--- config.mk ---
export PLATFORM = sky130hd
export DESIGN_NAME = vga_timing_gen
export DESIGN_NICKNAME = d
export VERILOG_FILES = /design/src/rtl/vga_pkg.sv /design/src/rtl/vga_wrap_counter.sv /design/src/rtl/vga_timing_gen.sv
export SDC_FILE = /design/constraint.sdc
export NUM_CORES = 1
export LEC_CHECK = 0
export ABC_AREA = 1
export ABC_CLOCK_PERIOD_IN_PS = 4700
export CAP_MARGIN = 10
export CORE_MARGIN = 2
export CORE_UTILIZATION = 66
export CTS_CLUSTER_SIZE = 20
export DETAILED_ROUTE_END_ITERATION = 7
export DONT_BUFFER_PORTS = 1
export PLACE_DENSITY_LB_ADDON = 0.2
export REMOVE_ABC_BUFFERS = 1
export SLEW_MARGIN = 15
export SYNTH_ARGS = -nofsm -noshare
export SYNTH_HDL_FRONTEND = slang
export SYNTH_SLANG_ARGS = --single-unit
--- constraint.sdc ---
create_clock -name Clk -period 4.7 [get_ports Clk]
set_clock_uncertainty 0.2 [all_clocks]
set_input_delay 0.94 -clock Clk [delete_from_list [all_inputs] [get_ports Clk]]
set_output_delay 0.94 -clock Clk [all_outputs]
set_load 0.005 [all_outputs]
--- src/rtl/vga_pkg.sv ---
// vga_pkg: shared raster timing constants, the coordinate type and the sync-window decode
// helpers. Defaults describe 640x480 @ 60 Hz with a 50 MHz clock divided by two.
package vga_pkg;

  localparam int unsigned CoordW   = 10;
  localparam int unsigned MaxTotal = 1 << CoordW;

  localparam int unsigned DefHVisible = 640;
  localparam int unsigned DefHFront   = 16;
  localparam int unsigned DefHSync    = 96;
  localparam int unsigned DefHBack    = 48;
  localparam int unsigned DefVVisible = 480;
  localparam int unsigned DefVFront   = 10;
  localparam int unsigned DefVSync    = 2;
  localparam int unsigned DefVBack    = 33;
  localparam int unsigned DefClkDiv   = 2;

  localparam int unsigned DefHTotal = DefHVisible + DefHFront + DefHSync + DefHBack;
  localparam int unsigned DefVTotal = DefVVisible + DefVFront + DefVSync + DefVBack;

  typedef logic [CoordW-1:0] coord_t;

  // True when lo <= v < lo + len.
  function automatic logic in_window(coord_t v, int unsigned lo, int unsigned len);
    int unsigned vv;
    vv = 32'(v);
    return (vv >= lo) && (vv < lo + len);
  endfunction

  // Active-low sync level for a coordinate: low inside the pulse that follows the front porch.
  function automatic logic sync_level(coord_t v, int unsigned visible, int unsigned front,
                                      int unsigned width);
    return ~in_window(v, visible + front, width);
  endfunction

endpackage

--- src/rtl/vga_wrap_counter.sv ---
// vga_wrap_counter: counts 0..MAX while En is high and wraps to 0.
// Ports:
//   Clk, Reset - clock, asynchronous active-high reset
//   En         - advance enable
//   Count      - current count (the register itself)
//   Wrap       - combinational, high when En is set and Count == MAX
module vga_wrap_counter #(
  parameter int unsigned MAX = 1,
  parameter int unsigned W   = 1
) (
  input  logic         Clk,
  input  logic         Reset,
  input  logic         En,
  output logic [W-1:0] Count,
  output logic         Wrap
);

  localparam logic [W-1:0] MaxC = W'(MAX);

  assign Wrap = En && (Count == MaxC);

  always_ff @(posedge Clk or posedge Reset) begin
    if (Reset) begin
      Count <= '0;
    end else if (Wrap) begin
      Count <= '0;
    end else if (En) begin
      Count <= Count + W'(1);
    end
  end

endmodule

--- src/rtl/vga_timing_gen.sv ---
// vga_timing_gen: raster timing generator for the VGA display path.
// Ports:
//   Clk, Reset     - system clock, asynchronous active-high reset
//   PixelEn        - one-Clk strobe on which the raster advances
//   DrawX, DrawY   - current column / row (the counter registers)
//   Blank          - 1 on visible pixels, 0 in blanking
//   hs, vs         - active-low horizontal / vertical sync
//   Sync           - composite sync, tied low
//   LineStart      - one-Clk pulse on entry to DrawX = 0
//   FrameStart     - one-Clk pulse on entry to (0,0) after a frame wrap
//   VBlankStart    - one-Clk pulse on entry to (0,V_VISIBLE)
module vga_timing_gen
  import vga_pkg::*;
#(
  parameter int unsigned H_VISIBLE = DefHVisible,
  parameter int unsigned H_FRONT   = DefHFront,
  parameter int unsigned H_SYNC    = DefHSync,
  parameter int unsigned H_BACK    = DefHBack,
  parameter int unsigned V_VISIBLE = DefVVisible,
  parameter int unsigned V_FRONT   = DefVFront,
  parameter int unsigned V_SYNC    = DefVSync,
  parameter int unsigned V_BACK    = DefVBack,
  parameter int unsigned CLK_DIV   = DefClkDiv
) (
  input  logic   Clk,
  input  logic   Reset,
  output logic   PixelEn,
  output coord_t DrawX,
  output coord_t DrawY,
  output logic   Blank,
  output logic   hs,
  output logic   vs,
  output logic   Sync,
  output logic   LineStart,
  output logic   FrameStart,
  output logic   VBlankStart
);

  localparam int unsigned HTotal = H_VISIBLE + H_FRONT + H_SYNC + H_BACK;
  localparam int unsigned VTotal = V_VISIBLE + V_FRONT + V_SYNC + V_BACK;
  localparam int unsigned DivW   = (CLK_DIV > 1) ? $clog2(CLK_DIV) : 1;

  localparam coord_t HVisC     = coord_t'(H_VISIBLE);
  localparam coord_t VVisC     = coord_t'(V_VISIBLE);
  localparam coord_t VLastVisC = coord_t'(V_VISIBLE - 1);

  if (HTotal > MaxTotal || VTotal > MaxTotal || CLK_DIV < 1) begin : g_bad_params
    $error("vga_timing_gen: totals must be <= 1024 and CLK_DIV >= 1");
  end

  logic [DivW-1:0] div;
  logic            h_wrap;
  logic            v_wrap;
  coord_t          x_next;
  coord_t          y_next;

  // Divider always runs, so its wrap is exactly div == CLK_DIV-1.
  vga_wrap_counter #(
    .MAX (CLK_DIV - 1),
    .W   (DivW)
  ) u_div (
    .Clk   (Clk),
    .Reset (Reset),
    .En    (1'b1),
    .Count (div),
    .Wrap  (PixelEn)
  );

  vga_wrap_counter #(
    .MAX (HTotal - 1),
    .W   (CoordW)
  ) u_h (
    .Clk   (Clk),
    .Reset (Reset),
    .En    (PixelEn),
    .Count (DrawX),
    .Wrap  (h_wrap)
  );

  vga_wrap_counter #(
    .MAX (VTotal - 1),
    .W   (CoordW)
  ) u_v (
    .Clk   (Clk),
    .Reset (Reset),
    .En    (h_wrap),
    .Count (DrawY),
    .Wrap  (v_wrap)
  );

  // Next counter values, so the registered flags line up with the counters they describe.
  always_comb begin
    x_next = DrawX;
    y_next = DrawY;
    if (h_wrap) begin
      x_next = '0;
    end else if (PixelEn) begin
      x_next = DrawX + coord_t'(1);
    end
    if (v_wrap) begin
      y_next = '0;
    end else if (h_wrap) begin
      y_next = DrawY + coord_t'(1);
    end
  end

  always_ff @(posedge Clk or posedge Reset) begin
    if (Reset) begin
      Blank       <= 1'b1;
      hs          <= 1'b1;
      vs          <= 1'b1;
      LineStart   <= 1'b0;
      FrameStart  <= 1'b0;
      VBlankStart <= 1'b0;
    end else begin
      Blank       <= (x_next < HVisC) && (y_next < VVisC);
      hs          <= sync_level(x_next, H_VISIBLE, H_FRONT, H_SYNC);
      vs          <= sync_level(y_next, V_VISIBLE, V_FRONT, V_SYNC);
      LineStart   <= h_wrap;
      FrameStart  <= h_wrap && v_wrap;
      VBlankStart <= h_wrap && (DrawY == VLastVisC);
    end
  end

  assign Sync = 1'b0;

endmodule

==> impl_metrics.ini, run 1 <==
[run_status]
status = completed

[worst_setup_path]
crit_path_end_kind = register
crit_fanout = 7
cp.arrival_ns = 2.11
criticalPathCategory = register to register
reg2regPathDepth = 10
start_kind = register
cp.required_ns = 4.76

[yosys]
yosysSeqAreaShare_pct = 43.41
synth_seq_cells = 27
synth_cell_types = 29
yosysWarnings = 0
syn_area_per_cell_sq_um = 7.826
syn-cell-area_sq_um = 1565
synthCells = 200

[timing]
period_share_pct = 43.54
setup_tns_ns = 0
setup_violations = 0
max_freq_mhz = 488.7
timing.slew.headroom_pct = 34.68
grt_setup_unrepaired = no
slew_viol_final = 0
finalHoldViolCount = 0
fin_crit_ns = 2.046
tightest_slew_ns = 0.9787

[placed_design]
place_inst = 227
portBuffers = 0
place_area_sq_um = 1593
hpwl_mm = 2.401
gp_congestion = 0.8472

[cells_and_area]
final_net_count = 209
area_delta_synth_final_pct = 3.437
antennaDiodeCount = 0
drive_above_1_share_pct = 16.75
fin_area_sq_um = 1619
fin_util_pct = 72.49
fin_cells = 231

[clock_tree]
cts_setup_buffers = 0
clk_pin_slew_worst_paths_ns = 0.15
root_buffer = clkbuf_4
clock_sinks = 27
tritoncts = built
htree_levels = 1
clock_latency_ns = 0.32
cts_resized = 0
cts_made_buffers = 3
ctsHoldBuffers = 0
clk_path_buf_depth = 2

[detailed_routing]
viasPerCell = 5.537
totalWireLength_mm = 3.142
routedWlPerCell_um = 13.60
ant_nets = 0
drt_iter0_drc = 28
vias = 1279
post-route-drc-count = 0
drtPass1Iterations = 4

[power_and_ir_drop]
cellLeakagePower_nw = 0.8422
peakVddDrop_mv = 0.1415
p_per_area_nw_per_um2 = 208.5

[floorplanning]
die_x_um = 52.70
io_pins = 30
fp.coreArea_sq_um = 2233
fp-row-count = 17
die_y_um = 52.70
start_util_pct = 70.08
dieArea_sq_um = 2777

[grt]
grt_pass1_vias = 1183
grt_pass1_wl_mm = 5.140
grt_start_max_net_pins = 28
grt-ovfl-total = 0
grt_use_total_pct = 25.42
antenna_found_initial = 0

[hold_path]
min_path_type = register to register
hold_depth = 1

[run]
max-cap-violations = 0
-- critical path, cell delays in order, from the launching register on --
cell and delay [ns]:
dfrtp_1 0.45, ha_1 0.24, nand2_2 0.11, nor2_4 0.15
inv_2 0.06, nor2_4 0.19, nand3_1 0.11, nand2_1 0.10
nand2_1 0.06, nor3_2 0.23, nand2_1 0.08
-- cells by family (layout without fill, tap and decap cells) --
kind of cell | Yosys count | after routing | synth area share (%)
simple gates | 116 | 116 | 38.13
buf+inv | 37 | 40 | 9.113
flops | 27 | 27 | 43.41
compound gates | 14 | 14 | 5.595
fa+ha+maj | 3 | 3 | 2.398
xor+xnor | 2 | 2 | 1.119
other cells | 1 | 1 | 0.2396
-- final timing paths --
check / endpoint / start / slack (ns)
max: vs / u_h.Count[0] / 2.65
min: u_h.Count[0] / u_h.Count[0] / 0.35
max reg2reg: vs / u_h.Count[0] / 2.65
min reg2reg: u_h.Count[0] / u_h.Count[0] / 0.35
max in group asynchronous: u_v.Count[2] / Reset / 3.20
min in group asynchronous: u_h.Count[9] / Reset / 0.51
-- registers in the layout, indices dropped and copies added (netlist names) --
signal and flops:
u_div.Count 1, Blank 1, u_v.Count 10, FrameStart 1
hs 1, VBlankStart 1, vs 1, u_h.Count 10
LineStart 1
-- Yosys cell counts --
cell / number / area share [%]
o21ai_0: 5 / 1.6
nor2_4: 3 / 2.2
ha_1: 3 / 2.4
nor3_4: 1 / 1.0
nand3b_1: 2 / 0.96
nand3_1: 22 / 7.0
or2_1: 1 / 0.40
dfstp_2: 3 / 5.0
dfrtp_1: 24 / 38
nor2_8: 1 / 1.3
nor2_1: 19 / 4.6
o21bai_1: 3 / 1.4
nor3_1: 1 / 0.32
xor2_1: 2 / 1.1
inv_2: 7 / 1.7
nand2_4: 1 / 0.72
a21o_1: 1 / 0.48
a21oi_1: 3 / 0.96
nand2_1: 47 / 11
nand2_2: 4 / 1.6
nor3_2: 1 / 0.64
nor2_2: 4 / 1.6
inv_1: 29 / 7.0
buf_4: 1 / 0.48
a21o_2: 1 / 0.56
o21ai_2: 1 / 0.56
nand4_1: 5 / 2.0
conb_1: 1 / 0.24
nand3_2: 4 / 2.6
-- stage by stage --
step           total power, W  worst slack [ns]  hold WS [ns]
2_1_floorplan       0.0002403             2.954        0.3007
3_3_place_gp        0.0002413             2.739        0.3217
3_5_place_dp        0.0002414             2.681        0.3384
4_1_cts             0.0003399             2.652        0.3579
5_1_grt             0.0003498             2.482        0.3982
6_report            0.0003376             2.654        0.3525
-- power breakdown --
part	switching (W)	total [W]	leakage, nW	internal [W]
logic	0.00000437	0.00000442	0.475	0.0000000568
registers	0	0.000233	0.353	0.000233
clock network	0.0000675	0.000101	0.0150	0.0000332
total	0.0000719	0.000338	0.842	0.000266
-- layout by cell type, fill, tap and decap left out --
cell type  count
nor2_1        19
nand2_1       47
nand3_2        4
nand3_1       22
nor3_2         1
dfrtp_1       24
nand4_1        5
nor3_1         1
o21ai_0        5
a21oi_1        3
a21o_1         1
o21ai_2        1
or2_1          1
inv_1         29
nand3b_1       2
ha_1           3
xor2_1         2
a21o_2         1
nor2_8         1
clkbuf_4       3
nand2_4        1
clkbuf_1       1
nor2_4         3
inv_2          7
dfstp_2        3
o21bai_1       3
nand2_2        4
conb_1         1
nor2_2         4
nor3_4         1
-- layout make-up --
cell class                      count  area [sq um]
Inverter                           36         135.1
Sequential cell                    27         679.4
Tap cell                           28         35.03
Multi-Input combinational cell    136         743.2
Clock buffer                        4         26.28
Fill cell                         186         614.3
-- routing by layer --
metal  track usage, %  vias to the layer above  share of wire [%]
met3            4.000                        4                4.8
met5                0                        -                  0
met2            37.08                       39                 46
li1                 -                      632                  -
met1            37.91                      604                 49
met4            8.974                        0               0.73
Note: power is estimated with default switching activity, not from simulation.
==> run 2: changes to the inputs <==
Settings changed: ABC_CLOCK_PERIOD_IN_PS 4700 to 1900, CORE_UTILIZATION 66 to 62.
Clock period 4.7 ns to 1.9 ns, I/O delays scaled along.
==> impl_metrics.ini, run 2 (synthesis gave the netlist of run 1 again) <==
[placed_design]
gp_congestion = 1.030
post-place-ws_ns = -0.04659
hpwl_mm = 2.726
portBuffers = 0

[grt]
grt_pass1_vias = 1377
antenna_found_initial = 0
grt_use_total_pct = 28.80
grt_pass1_wl_mm = 6.058
grt-ovfl-total = 0
grt_start_max_net_pins = 27

[detailed_routing]
viasPerCell = 5.599
drt_iter0_drc = 81
routedWlPerCell_um = 15.22
post-route-drc-count = 0
drtPass1Iterations = 5
vias = 1439
ant_nets = 0
totalWireLength_mm = 3.912

[cells_and_area]
layout_common_cells = nand2_1 (42), inv_1 (29), nand3_1 (21), buf_4 (21), dfrtp_1 (17)
mostFrequentLayoutCell = nand2_1
final_net_count = 233
area_delta_synth_final_pct = 20.38
antennaDiodeCount = 0
reg.largest.list = u_h.Count x10, u_v.Count x10
regArea_sq_um = 688.2
multiInputGateArea_sq_um = 818.3
drive_above_1_share_pct = 33.48
nFillCells = 151

[worst_setup_path]
cp.required_ns = 1.98
rr_endpoint = Blank
slowest_stage = dfrtp_1
criticalPathCategory = register to register
cpPeakStageDelay_ns = 0.42
cp_top_family = simple AND/OR/NAND/NOR gates
start_kind = register
crit_fanout = 4
crit_path_end_kind = register
rrSetupSlack_ns = -0.005
path_buf_inv = 2
reg2reg_from = u_h.Count[0]
path_cells = ha_4, inv_1, nor2_1, nand3_1, nor2_4, inv_1, or2_1, nand2_1, nand2_1, nor2_1
reg2regPathDepth = 10
cp.arrival_ns = 1.98

[power_and_ir_drop]
pwr-share-clk_pct = 30.5
sw_frac_of_total_pct = 22.11
p_per_area_nw_per_um2 = 450.0
switching_power_w = 0.0001875
p_comb_share_pct = 1.7
cellLeakagePower_nw = 0.9776
p_seq_share_pct = 67.8
intPower_w = 0.0006604
peakVddDrop_mv = 0.4046

[clock_tree]
htree_levels = 1
clk_pin_slew_worst_paths_ns = 0.15
cts_made_buffers = 3
tritoncts = built
clock_latency_ns = 0.33
clk_path_buf_depth = 2
root_buffer = clkbuf_4
clock_sinks = 27

[floorplanning]
io_pins = 30
start_util_pct = 64.35
dieArea_sq_um = 2943
fp.coreArea_sq_um = 2432
die_y_um = 54.25
die_x_um = 54.25
fp-row-count = 18

[hold_path]
min_path_type = primary input to async pin

[timing]
slew_viol_final = 0
grt_setup_unrepaired = yes
max_freq_mhz = 525.0
setup_tns_ns = -0.004843
period_share_pct = 100.3
worst_slack_ns = -0.004843
setup_violations = 1
finalHoldViolCount = 0
fin_crit_ns = 1.905

[run]
max-cap-violations = 0

[run_status]
violations = negative setup slack
status = finished, violations left
## run 2: cell count changes in the layout (fill, tap and decap cells not counted), sizes merged
cell,previous run,this run
dlygate4sd3,0,1
nor2,27,28
buf,0,22
## run 2: worst reg2reg max path: stages (launching register included)
cell,delay [ns]
dfrtp_1,0.42
ha_4,0.17
inv_1,0.06
nor2_1,0.12
nand3_1,0.13
nor2_4,0.17
inv_1,0.04
or2_1,0.25
nand2_1,0.11
nand2_1,0.06
nor2_1,0.11
## run 2: layout make-up
cell class | count | share of cell area (%)
inverters | 36 | 7.171
multi-input cells | 137 | 43.43
flip-flops and latches | 27 | 36.52
well taps | 30 | 1.992
clock buffers | 4 | 1.394
repair buffers | 23 | 9.495
## run 2: through the flow
step / power, W / instance area, sq um / utilization (%) / instances / hold slack [ns]
after floorplan: 0.0005945 / 1558 / - / 199 / 0.2305
after CTS: 0.0008537 / 1789 / 73.56 / 251 / 0.1098
after detailed placement: 0.0005995 / 1678 / 68.98 / 240 / -0.07736
after global placement: 0.0005989 / 1678 / 68.98 / 240 / -0.08047
after global routing: 0.0008822 / 1884 / 77.47 / 257 / 0.09860
final: 0.0008479 / 1884 / 77.47 / 257 / 0.1101
## run 2: worst max-delay path by stage
stage | startpoint | endpoint | slack [ns] | cells past startpoint
2_1_floorplan | u_h.Count[0] | vs | 0.15 | 10
3_3_place_gp | u_h.Count[0] | vs | 0.05 | 10
3_5_place_dp | u_h.Count[0] | vs | -0.05 | 10
4_1_cts | u_h.Count[1] | Blank | 0.004 | 12
5_1_grt | u_h.Count[0] | Blank | -0.14 | 10
6_report | u_h.Count[0] | Blank | -0.005 | 10
## run 2: timing repair
item                                    4_1_cts  5_1_grt
endpoints found under the setup margin        2        7
hold buffers                                  1        0
resized for setup                             8       19
hold endpoints to repair                     24        0
cloned                                        1        0
buffers inserted                              5        6
pin swaps                                     8       11
## run 2: per-layer routing
metal	vias to the layer above	part of all wire, %	global-route usage (%)
met5	-	0	0
met4	0	1.1	9.583
met3	7	8.6	7.104
met2	67	48	44.78
met1	679	42	39.30
li1	686	-	-
## run 2: power groups by stage
stage                     clock [W]  sequential [W]  combinational, W
final                      0.000258        0.000575         0.0000146
after global routing       0.000289        0.000575         0.0000176
after CTS                  0.000263        0.000575         0.0000157
after detailed placement          0        0.000586         0.0000139
after global placement            0        0.000586         0.0000133
after floorplan                   0        0.000586        0.00000889
==> run 3: changes to the inputs <==
Settings changed: CELL_PAD_IN_SITES_DETAIL_PLACEMENT set to 0, CELL_PAD_IN_SITES_GLOBAL_PLACEMENT set to 1, CORE_UTILIZATION 62 to 45, CTS_CLUSTER_DIAMETER set to 80.
==> impl_metrics.ini, run 3 (synthesis gave the netlist of run 1 again) <==
[cells_and_area]
nFillCells = 335
area_delta_synth_final_pct = 19.02
layout_common_cells = nand2_1 (45), inv_1 (29), dfrtp_1 (20), nand3_1 (18), buf_4 (18)
final_net_count = 228
mostFrequentLayoutCell = nand2_1
drive_above_1_share_pct = 30.63
fin_util_pct = 55.83
fin_area_sq_um = 1863
antennaDiodeCount = 0
reg.largest.list = u_h.Count x10, u_v.Count x10

[grt]
antenna_found_initial = 0
busiest_layer = met2
met1_usage_pct = 24.83
grt-ovfl-total = 0
grt_use_total_pct = 18.74
grtUsageMet3_pct = 4.144
grt_pass1_vias = 1291
grt_use_met2_pct = 29.26
grt_start_max_net_pins = 28
grt_pass1_wl_mm = 5.844

[hold_path]
min_path_type = primary input to async pin

[run_status]
status = completed

[clock_tree]
tritoncts = built
htree_levels = 1
clock_latency_ns = 0.34
clk_pin_slew_worst_paths_ns = 0.15
root_buffer = clkbuf_4
cts_made_buffers = 3
clk_path_buf_depth = 2
clock_sinks = 27

[worst_setup_path]
crit_fanout = 6
cp.required_ns = 1.97
criticalPathCategory = register to register
start_kind = register
crit_path_end_kind = register
cp.arrival_ns = 1.92

[power_and_ir_drop]
p_per_area_nw_per_um2 = 455.2
cellLeakagePower_nw = 0.9671
peakVddDrop_mv = 0.2722

[placed_design]
hpwl_mm = 2.705
place_area_sq_um = 1728
gp_congestion = 0.9561
portBuffers = 0

[timing]
setup_violations = 0
finalHoldViolCount = 0
grt_setup_unrepaired = yes
max_freq_mhz = 539.7
fin_crit_ns = 1.853
period_share_pct = 97.51
slew_viol_final = 0

[floorplanning]
dieArea_sq_um = 3966
start_util_pct = 46.91
fp-row-count = 21
io_pins = 30
fp.coreArea_sq_um = 3337
die_x_um = 62.98
die_y_um = 62.98

[detailed_routing]
post-route-drc-count = 0
totalWireLength_mm = 3.538
routedWlPerCell_um = 13.20
ant_nets = 0
drtPass1Iterations = 4
vias = 1344
viasPerCell = 5.015
drt_iter0_drc = 76

[run]
max-cap-violations = 0
==> run 3: cell types whose count changed in the layout (fill, tap and decap cells not counted), moves of 2 or more <==
cell,delta
dfrtp_1,+3
nand3_2,+3
o21ai_1,-2
dfrtp_2,-3
nand2_2,-3
nor2_2,-2
buf_4,-3
nand3_1,-3
nand2_1,+3
nor2_1,+2
==> run 3: final cells by class <==
| class | count | area [sq um] | share of cell area, % |
|---|---|---|---|
| clock buffer | 3 | 22.52 | 1.209 |
| clock inverter | 1 | 5.005 | 0.2686 |
| inverter | 36 | 135.1 | 7.253 |
| multi-input combinational | 136 | 813.3 | 43.65 |
| sequential | 27 | 684.4 | 36.74 |
| tap | 46 | 57.56 | 3.089 |
| timing repair buffer | 19 | 145.1 | 7.790 |
==> run 3: stage by stage <==
stage | power, W | cells | setup WS (ns) | setup TNS (ns) | hold slack (ns)
2_1_floorplan | 0.0005945 | 199 | 0.1538 | 0 | 0.2305
3_3_place_gp | 0.0005990 | 260 | -0.01747 | -0.01811 | 0.1472
3_5_place_dp | 0.0005997 | 260 | -0.04546 | -0.09058 | 0.1604
4_1_cts | 0.0008601 | 266 | 0.0001086 | 0 | 0.3234
5_1_grt | 0.0008867 | 268 | -0.06401 | -0.1144 | 0.3413
6_report | 0.0008481 | 268 | 0.04725 | 0 | 0.3182
==> run 3: routing by layer <==
| layer | share of wire [%] | vias to the layer above |
|---|---|---|
| met5 | 0 | - |
| met4 | 1.3 | 0 |
| met3 | 4.8 | 4 |
| met2 | 45 | 27 |
| met1 | 49 | 642 |
| li1 | - | 671 |
==> run 3: worst max-delay path, cell delays in order (launching register included) <==
cell,delay [ns]
dfrtp_1,0.43
ha_4,0.18
nand2_4,0.07
nor2_4,0.11
inv_2,0.05
nor2_4,0.19
buf_4,0.14
nand4_1,0.11
nand3_2,0.13
nor3_4,0.05
nor2_1,0.12
==> run 3: power breakdown <==
| part | internal [W] | total [W] | switching, W |
|---|---|---|---|
| sequential | 0.000575 | 0.000575 | 0 |
| combinational | 0.00000289 | 0.0000143 | 0.0000114 |
| clock | 0.0000793 | 0.000259 | 0.000179 |
==> run 3: path summary, 6_finish.rpt <==
kind | startpoint | end | slack (ns) | cells past startpoint
setup reg to reg | u_h.Count[1] | Blank | 0.05 | 10
max in group asynchronous | Reset | Blank | 0.88 | 3
setup / recovery | u_h.Count[1] | Blank | 0.05 | 10
hold / removal | Reset | u_h.Count[1] | 0.32 | 3
hold reg to reg | u_div.Count | u_div.Count | 0.42 | 1
min in group Clk | u_div.Count | u_div.Count | 0.42 | 1
==> run 3: repair_timing <==
action | 4_1_cts | 5_1_grt
pin swaps | 3 | 10
hold endpoints to repair | 24 | 0
buffers inserted | 1 | 2
gates cloned | 0 | 0
setup endpoints to repair | 2 | 2
resized for setup | 4 | 17
hold buffers | 1 | 0
